File: src/rtl/regfile_pkg.sv
// Shared constants and types for the multi-port register file.
package regfile_pkg;

   localparam int unsigned RF_DATA_W   = 32;
   localparam int unsigned RF_NUM_REGS = 16;
   localparam int unsigned RF_PC_IDX   = 15;
   localparam int unsigned RF_ADDR_W   = $clog2(RF_NUM_REGS);

   // Number of combinational read ports (two operands plus store data).
   localparam int unsigned NUM_RD = 3;

   typedef logic [RF_ADDR_W-1:0] addr_t;
   typedef logic [RF_DATA_W-1:0] word_t;

endpackage

File: src/rtl/rf_scoreboard.sv
// Pending-load scoreboard: one bit per register, set on load issue and
// cleared by the load writeback port; drives per-read-port busy flags.
module rf_scoreboard
   import regfile_pkg::*;
#(
   parameter int unsigned NUM_REGS = RF_NUM_REGS,
   parameter int unsigned ADDR_W   = $clog2(NUM_REGS),
   parameter int unsigned PC_IDX   = RF_PC_IDX,
   parameter bit          BYPASS   = 1'b1
) (
   input  logic                           clk,
   input  logic                           rst_n,
   input  logic                           we1,
   input  logic [ADDR_W-1:0]              wa1,
   input  logic                           lock_v,
   input  logic [ADDR_W-1:0]              lock_a,
   input  logic [NUM_RD-1:0][ADDR_W-1:0]  ra,
   output logic [NUM_RD-1:0]              busy,
   output logic                           any_busy
);

   localparam logic [ADDR_W-1:0] PcAddr = ADDR_W'(PC_IDX);

   logic [NUM_REGS-1:0] pending_q, pending_d;

   // True for addresses backed by real storage (not the PC alias).
   function automatic logic is_reg(input logic [ADDR_W-1:0] a);
      return (a != PcAddr) && (32'(a) < NUM_REGS);
   endfunction

   // Clear on load writeback first, then set on load issue so set wins.
   always_comb begin
      pending_d = pending_q;
      if (we1 && is_reg(wa1)) begin
         pending_d[wa1] = 1'b0;
      end
      if (lock_v && is_reg(lock_a)) begin
         pending_d[lock_a] = 1'b1;
      end
   end

   // Pending vector state, cleared asynchronously.
   always_ff @(posedge clk or negedge rst_n) begin
      if (!rst_n) begin
         pending_q <= '0;
      end else begin
         pending_q <= pending_d;
      end
   end

   // A register being written by port 1 this cycle is not busy when its
   // data is forwarded to the reader.
   always_comb begin
      for (int k = 0; k < NUM_RD; k++) begin
         busy[k] = 1'b0;
         if (is_reg(ra[k]) && !(BYPASS && we1 && (wa1 == ra[k]))) begin
            busy[k] = pending_q[ra[k]];
         end
      end
   end

   assign any_busy = |pending_q;

endmodule

File: src/rtl/regfile_mp.sv
// Multi-port register file: three combinational reads, two synchronous
// writes (port 1 wins on collision), PC aliasing, optional write bypass and
// a pending-load scoreboard for the hazard unit.
module regfile_mp
   import regfile_pkg::*;
#(
   parameter int unsigned   DATA_W   = RF_DATA_W,
   parameter int unsigned   NUM_REGS = RF_NUM_REGS,
   parameter int unsigned   PC_IDX   = RF_PC_IDX,
   parameter bit            BYPASS   = 1'b1,
   localparam int unsigned  ADDR_W   = $clog2(NUM_REGS)
) (
   input  logic              clk,
   input  logic              rst_n,
   input  logic              we0,
   input  logic [ADDR_W-1:0] wa0,
   input  logic [DATA_W-1:0] wd0,
   input  logic              we1,
   input  logic [ADDR_W-1:0] wa1,
   input  logic [DATA_W-1:0] wd1,
   input  logic [ADDR_W-1:0] ra0,
   input  logic [ADDR_W-1:0] ra1,
   input  logic [ADDR_W-1:0] ra2,
   input  logic [DATA_W-1:0] pc_val,
   output logic [DATA_W-1:0] rd0,
   output logic [DATA_W-1:0] rd1,
   output logic [DATA_W-1:0] rd2,
   input  logic              lock_v,
   input  logic [ADDR_W-1:0] lock_a,
   output logic              busy0,
   output logic              busy1,
   output logic              busy2,
   output logic              any_busy
);

   localparam int unsigned       NUM_SLOTS = 2 ** ADDR_W;
   localparam logic [ADDR_W-1:0] PcAddr    = ADDR_W'(PC_IDX);

   logic [DATA_W-1:0]             mem [NUM_SLOTS];
   logic [NUM_RD-1:0][ADDR_W-1:0] ra;
   logic [DATA_W-1:0]             rd  [NUM_RD];
   logic [NUM_RD-1:0]             busy;
   logic                          wr0_ok, wr1_ok;

   assign ra = {ra2, ra1, ra0};

   // Writes (and their bypass) only target real storage while out of reset.
   assign wr0_ok = we0 && rst_n && (wa0 != PcAddr) && (32'(wa0) < NUM_REGS);
   assign wr1_ok = we1 && rst_n && (wa1 != PcAddr) && (32'(wa1) < NUM_REGS);

   for (genvar i = 0; i < NUM_SLOTS; i++) begin : g_reg
      if ((i == PC_IDX) || (i >= NUM_REGS)) begin : g_none
         assign mem[i] = '0;
      end else begin : g_store
         logic [DATA_W-1:0] q;
         // One storage word; port 1 has priority over port 0.
         always_ff @(posedge clk or negedge rst_n) begin
            if (!rst_n) begin
               q <= '0;
            end else if (wr1_ok && (wa1 == ADDR_W'(i))) begin
               q <= wd1;
            end else if (wr0_ok && (wa0 == ADDR_W'(i))) begin
               q <= wd0;
            end
         end
         assign mem[i] = q;
      end
   end

   // Read muxing: PC alias, then port 1 bypass, then port 0 bypass, then storage.
   always_comb begin
      for (int k = 0; k < NUM_RD; k++) begin
         rd[k] = mem[ra[k]];
         if (ra[k] == PcAddr) begin
            rd[k] = pc_val;
         end else if (BYPASS && wr1_ok && (wa1 == ra[k])) begin
            rd[k] = wd1;
         end else if (BYPASS && wr0_ok && (wa0 == ra[k])) begin
            rd[k] = wd0;
         end
      end
   end

   assign rd0 = rd[0];
   assign rd1 = rd[1];
   assign rd2 = rd[2];

   rf_scoreboard #(
      .NUM_REGS (NUM_REGS),
      .ADDR_W   (ADDR_W),
      .PC_IDX   (PC_IDX),
      .BYPASS   (BYPASS)
   ) u_scoreboard (
      .clk      (clk),
      .rst_n    (rst_n),
      .we1      (we1),
      .wa1      (wa1),
      .lock_v   (lock_v),
      .lock_a   (lock_a),
      .ra       (ra),
      .busy     (busy),
      .any_busy (any_busy)
   );

   assign busy0 = busy[0];
   assign busy1 = busy[1];
   assign busy2 = busy[2];

endmodule

File: config.mk
export PLATFORM = sky130hd
export DESIGN_NAME = regfile_mp
export DESIGN_NICKNAME = d
export VERILOG_FILES = /design/src/rtl/regfile_pkg.sv /design/src/rtl/rf_scoreboard.sv /design/src/rtl/regfile_mp.sv
export SDC_FILE = /design/constraint.sdc
export NUM_CORES = 2
export LEC_CHECK = 0
export ABC_AREA = 1
export CORE_MARGIN = 2
export CORE_UTILIZATION = 40
export CTS_CLUSTER_DIAMETER = 60
export CTS_CLUSTER_SIZE = 14
export DETAILED_ROUTE_END_ITERATION = 10
export PLACE_DENSITY = 0.61
export SKIP_CTS_REPAIR_TIMING = 1
export SYNTH_ARGS = -nofsm -noshare
export SYNTH_HDL_FRONTEND = slang
export SYNTH_SLANG_ARGS = --single-unit
File: constraint.sdc
create_clock -name clk -period 2 [get_ports clk]
set_input_delay 0.4 -clock clk [delete_from_list [all_inputs] [get_ports clk]]
set_output_delay 0.4 -clock clk [all_outputs]
set_load 0.005 [all_outputs]
==> results.md <==
* Sw frac at 0.405
* Combinational power share at 0.414
* Largest family of logic cells by synthesized area: simple AND/OR/NAND/NOR gates
* Final Power at 0.0487 W
* Latest clock arrival within the worst-skew pair at about 0.67 ns
* Sinks on the clock net at approximately 500
* Gpl congestion at 1.06
* WP data arrival at ~2.2 ns
* Number of failing hold endpoints at the final stage at 0
* Place WS at -1.40 ns
* Crit share post-route at 1.31
* Setup tns final at -44.36 ns
* R2R Path Start: g_reg[10].g_store.q[15]
* Synth Area per Inst at roughly 6 um2
* Status: finished with violations
* Reg2Reg Depth at 5
* Detail Placement HPWL at ~180000 um
* Compound-Gate Fraction of Synth Area at 0.157
* Count of final setup violators at 100
* Final worst path period need at around 2.6 ns
* Rows at between 100 and 150
* Core ar. at 101000 um2
* Kind of critical path: primary input to output port
* Slew @ Worst Pin at ~0.94 ns
* Max Cap Viol at 0
* Mux contribution to synthesized area at 0
* Slew margin rel. at 0.370
* Pin count of the biggest net entering global routing at 148
* Drt first pass iters at 7
* Starting density of the core at 0.402
* Height of the die at 323 um
* Final-stage net count at 7805
* DR vias/cell at a little over 6
* Final Instance Count excl. Fillers at 9106
* Initial DRC count at about 9.2k
* Final WL at between 200000 and 300000 um
* R2R Setup Slk at between 0.9 and 1 ns
* Number of synthesized register bits at just under 500
* Minimum setup slack in the final design at -0.624 ns
* Slew Limit Fails at 0
* Die ar. at about 100000 um2
* Hold Crit Class: primary input to asynchronous set/reset pin
* Synth Cell Area at 40800 um2
* Sequential share of power at 0.305
* Clk root buf: clkbuf_16
* Initial antenna violation count at 10
* Final Skew at 0 ns
* Syn nets at 7040
* Antenna Nets Post-Route at 0
* Die width at approximately 320 um
* VDD IR max at slightly above 0.7 mV
* Crit. End Element: output port
* Met2 GRT Util at 0.661
* Reg2reg end: g_reg[10].g_store.q[15]
* NetSw at roughly 0.020 W
* Synth Instances at between 6k and 7k
* Clock-pin slew on the worst setup and hold paths at ~0.070 ns
* IO Count at ~230
* H-tree levels at 3
* Setup crit start kind: primary input
* Layout area overhead at 45.8%
* First-pass GRT wire length at roughly 360000 um
* Critical Path Fanout Max at 5
* CTS tree: done
* Yosys warns at 0
* Met3 Track Usage GR at 0.166
* Xor-xnor portion of the synthesized cell area at 0.00215
* Adder-Cell Fraction of Synth Area at 0
* Commonest non-fill, non-tap cells in the layout: 2506 x nand2_1, 718 x buf_4, 616 x nand3_1, 537 x o21ai_0, 492 x dfrtp_1
* Synth unique cells at 36
* P_leak at 29.6 nW
* Vias in the first global route at ~50k
* GRT Max-Usage Layer: met2
* CP Data Required Time at ~1.6 ns
* Via count at 56.7k
* All-Layer GR Usage at 0.469
* Clock buffer depth at 3
* Simple-gate portion of the synthesized area at 0.415
* Commonest non-fill, non-tap cell in the layout: nand2_1
* Int Pwr at just under 0.03 W
* Register area share after synthesis at 0.304
* Layout cells sized above 1 at 0.290
* Grt ovf at 0
* Failing checks: negative setup slack
* GRT met1 Usage at 0.590
* CTS Buf Count at 70
* Average wire per standard cell at between 20 and 30 um
* Remaining DRCs at 0
* Dpl cells at 8819
* RSZ-0062 raised after global routing: true
* Clock power share at 0.282
* Pwr/cell area at 818 nW/um2
* Max frequency at roughly 380 MHz
* Number of buffers added on ports at 224
[worst max-delay path by stage]
stage | from | to | slack (ns) | cells after the start
5_1_grt | wa1[2] | rd2[2] | -0.64 | 15
3_3_place_gp | wa0[3] | rd2[22] | -1.44 | 13
4_1_cts | ra2[3] | rd2[19] | -1.42 | 13
6_report | ra2[2] | rd2[2] | -0.62 | 13
3_5_place_dp | ra2[3] | rd2[19] | -1.40 | 13
2_1_floorplan | ra1[0] | rd1[17] | -0.05 | 11
[per-layer routing]
metal	vias up	routed length, um	part of all wire
li1	24000	-	-
met4	14	24800	0.094
met2	5041	103000	0.39
met3	1383	43300	0.16
met1	26300	92600	0.35
met5	-	376	0.0014
[synth_stat cells]
master	number	area, um2
nor2_4	3	33.8
nand2_4	1	11.3
nor2_1	216	811
o21ai_0	564	2820
xor2_1	10	87.6
nor4_1	4	25.0
nand4_2	2	25.0
buf_2	122	611
inv_6	1	8.76
a21oi_1	11	55.1
inv_2	12	45.0
nand2_1	2829	10600
o211ai_1	338	2540
or2_1	1	6.26
nor2_2	5	31.3
o31ai_1	2	15.0
o221ai_1	62	543
nand4_1	107	669
inv_1	646	2420
buf_6	8	90.1
o21ai_4	3	48.8
buf_4	6	45.0
clkbuf_1	387	1450
nor3_1	22	110
dfrtp_1	496	12400
buf_1	49	184
o21ai_1	32	160
a31o_2	1	8.76
a21oi_2	1	8.76
nor3b_1	2	15.0
clkinv_1	28	105
o2111ai_1	7	61.3
a211oi_1	17	128
o22ai_1	4	25.0
nand3_1	914	4570
nand2_2	2	12.5
[sequential cells by signal (all words and copies together) (netlist names)]
register	flops
g.g_store.q	480
u_scoreboard.pending_q	16
[power by group through the flow]
| stage | Sequential, W | Combinational (W) | Clock (W) |
|---|---|---|---|
| after floorplan | 0.0142 | 0.00925 | 0 |
| after global placement | 0.0146 | 0.0171 | 0 |
| after detailed placement | 0.0147 | 0.0173 | 0 |
| after CTS | 0.0145 | 0.0174 | 0.0137 |
| after global routing | 0.0151 | 0.0216 | 0.0141 |
| final | 0.0148 | 0.0201 | 0.0137 |
[worst max-delay path, cell delays in order]
cell      delay (ns)
buf_4           0.17
buf_12          0.15
xor2_1          0.14
nor2_1          0.13
nand2_2         0.09
nor2_4          0.23
buf_6           0.15
buf_12          0.14
buf_6           0.11
buf_6           0.11
nand2_2         0.06
nand3_4         0.16
clkbuf_2        0.14
[final cells by class]
cell class / count / area, um2
sequential: 496 / 12400
tap: 1368 / 1710
clock inverter: 47 / 515
fill: 9705 / 41900
multi-input combinational: 5160 / 26900
clock buffer: 80 / 1910
inverter: 687 / 2710
timing repair buffer: 1265 / 13400
antenna: 3 / 7.51
[cell families (layout without fill, tap and decap cells)]
kind of cell / after synthesis / after routing
xor gates and xnor gates: 10 / 10
and+or+nand+nor: 4108 / 4108
other: 0 / 3
buffers and inverters: 1259 / 2079
AOI/OAI and AO/OA: 1042 / 1042
DFF: 496 / 496
[through the flow]
| stage | utilization | hold slack (ns) | cell area, um2 |
|---|---|---|---|
| after floorplan | - | 0.104 | 41000 |
| final | 0.587 | 0.00447 | 59500 |
| after CTS | 0.535 | -0.148 | 54300 |
| after global routing | 0.587 | 0.0178 | 59500 |
| after detailed placement | 0.511 | 0.468 | 51800 |
| after global placement | 0.511 | 0.469 | 51800 |
(Power assumes the default switching activity.)
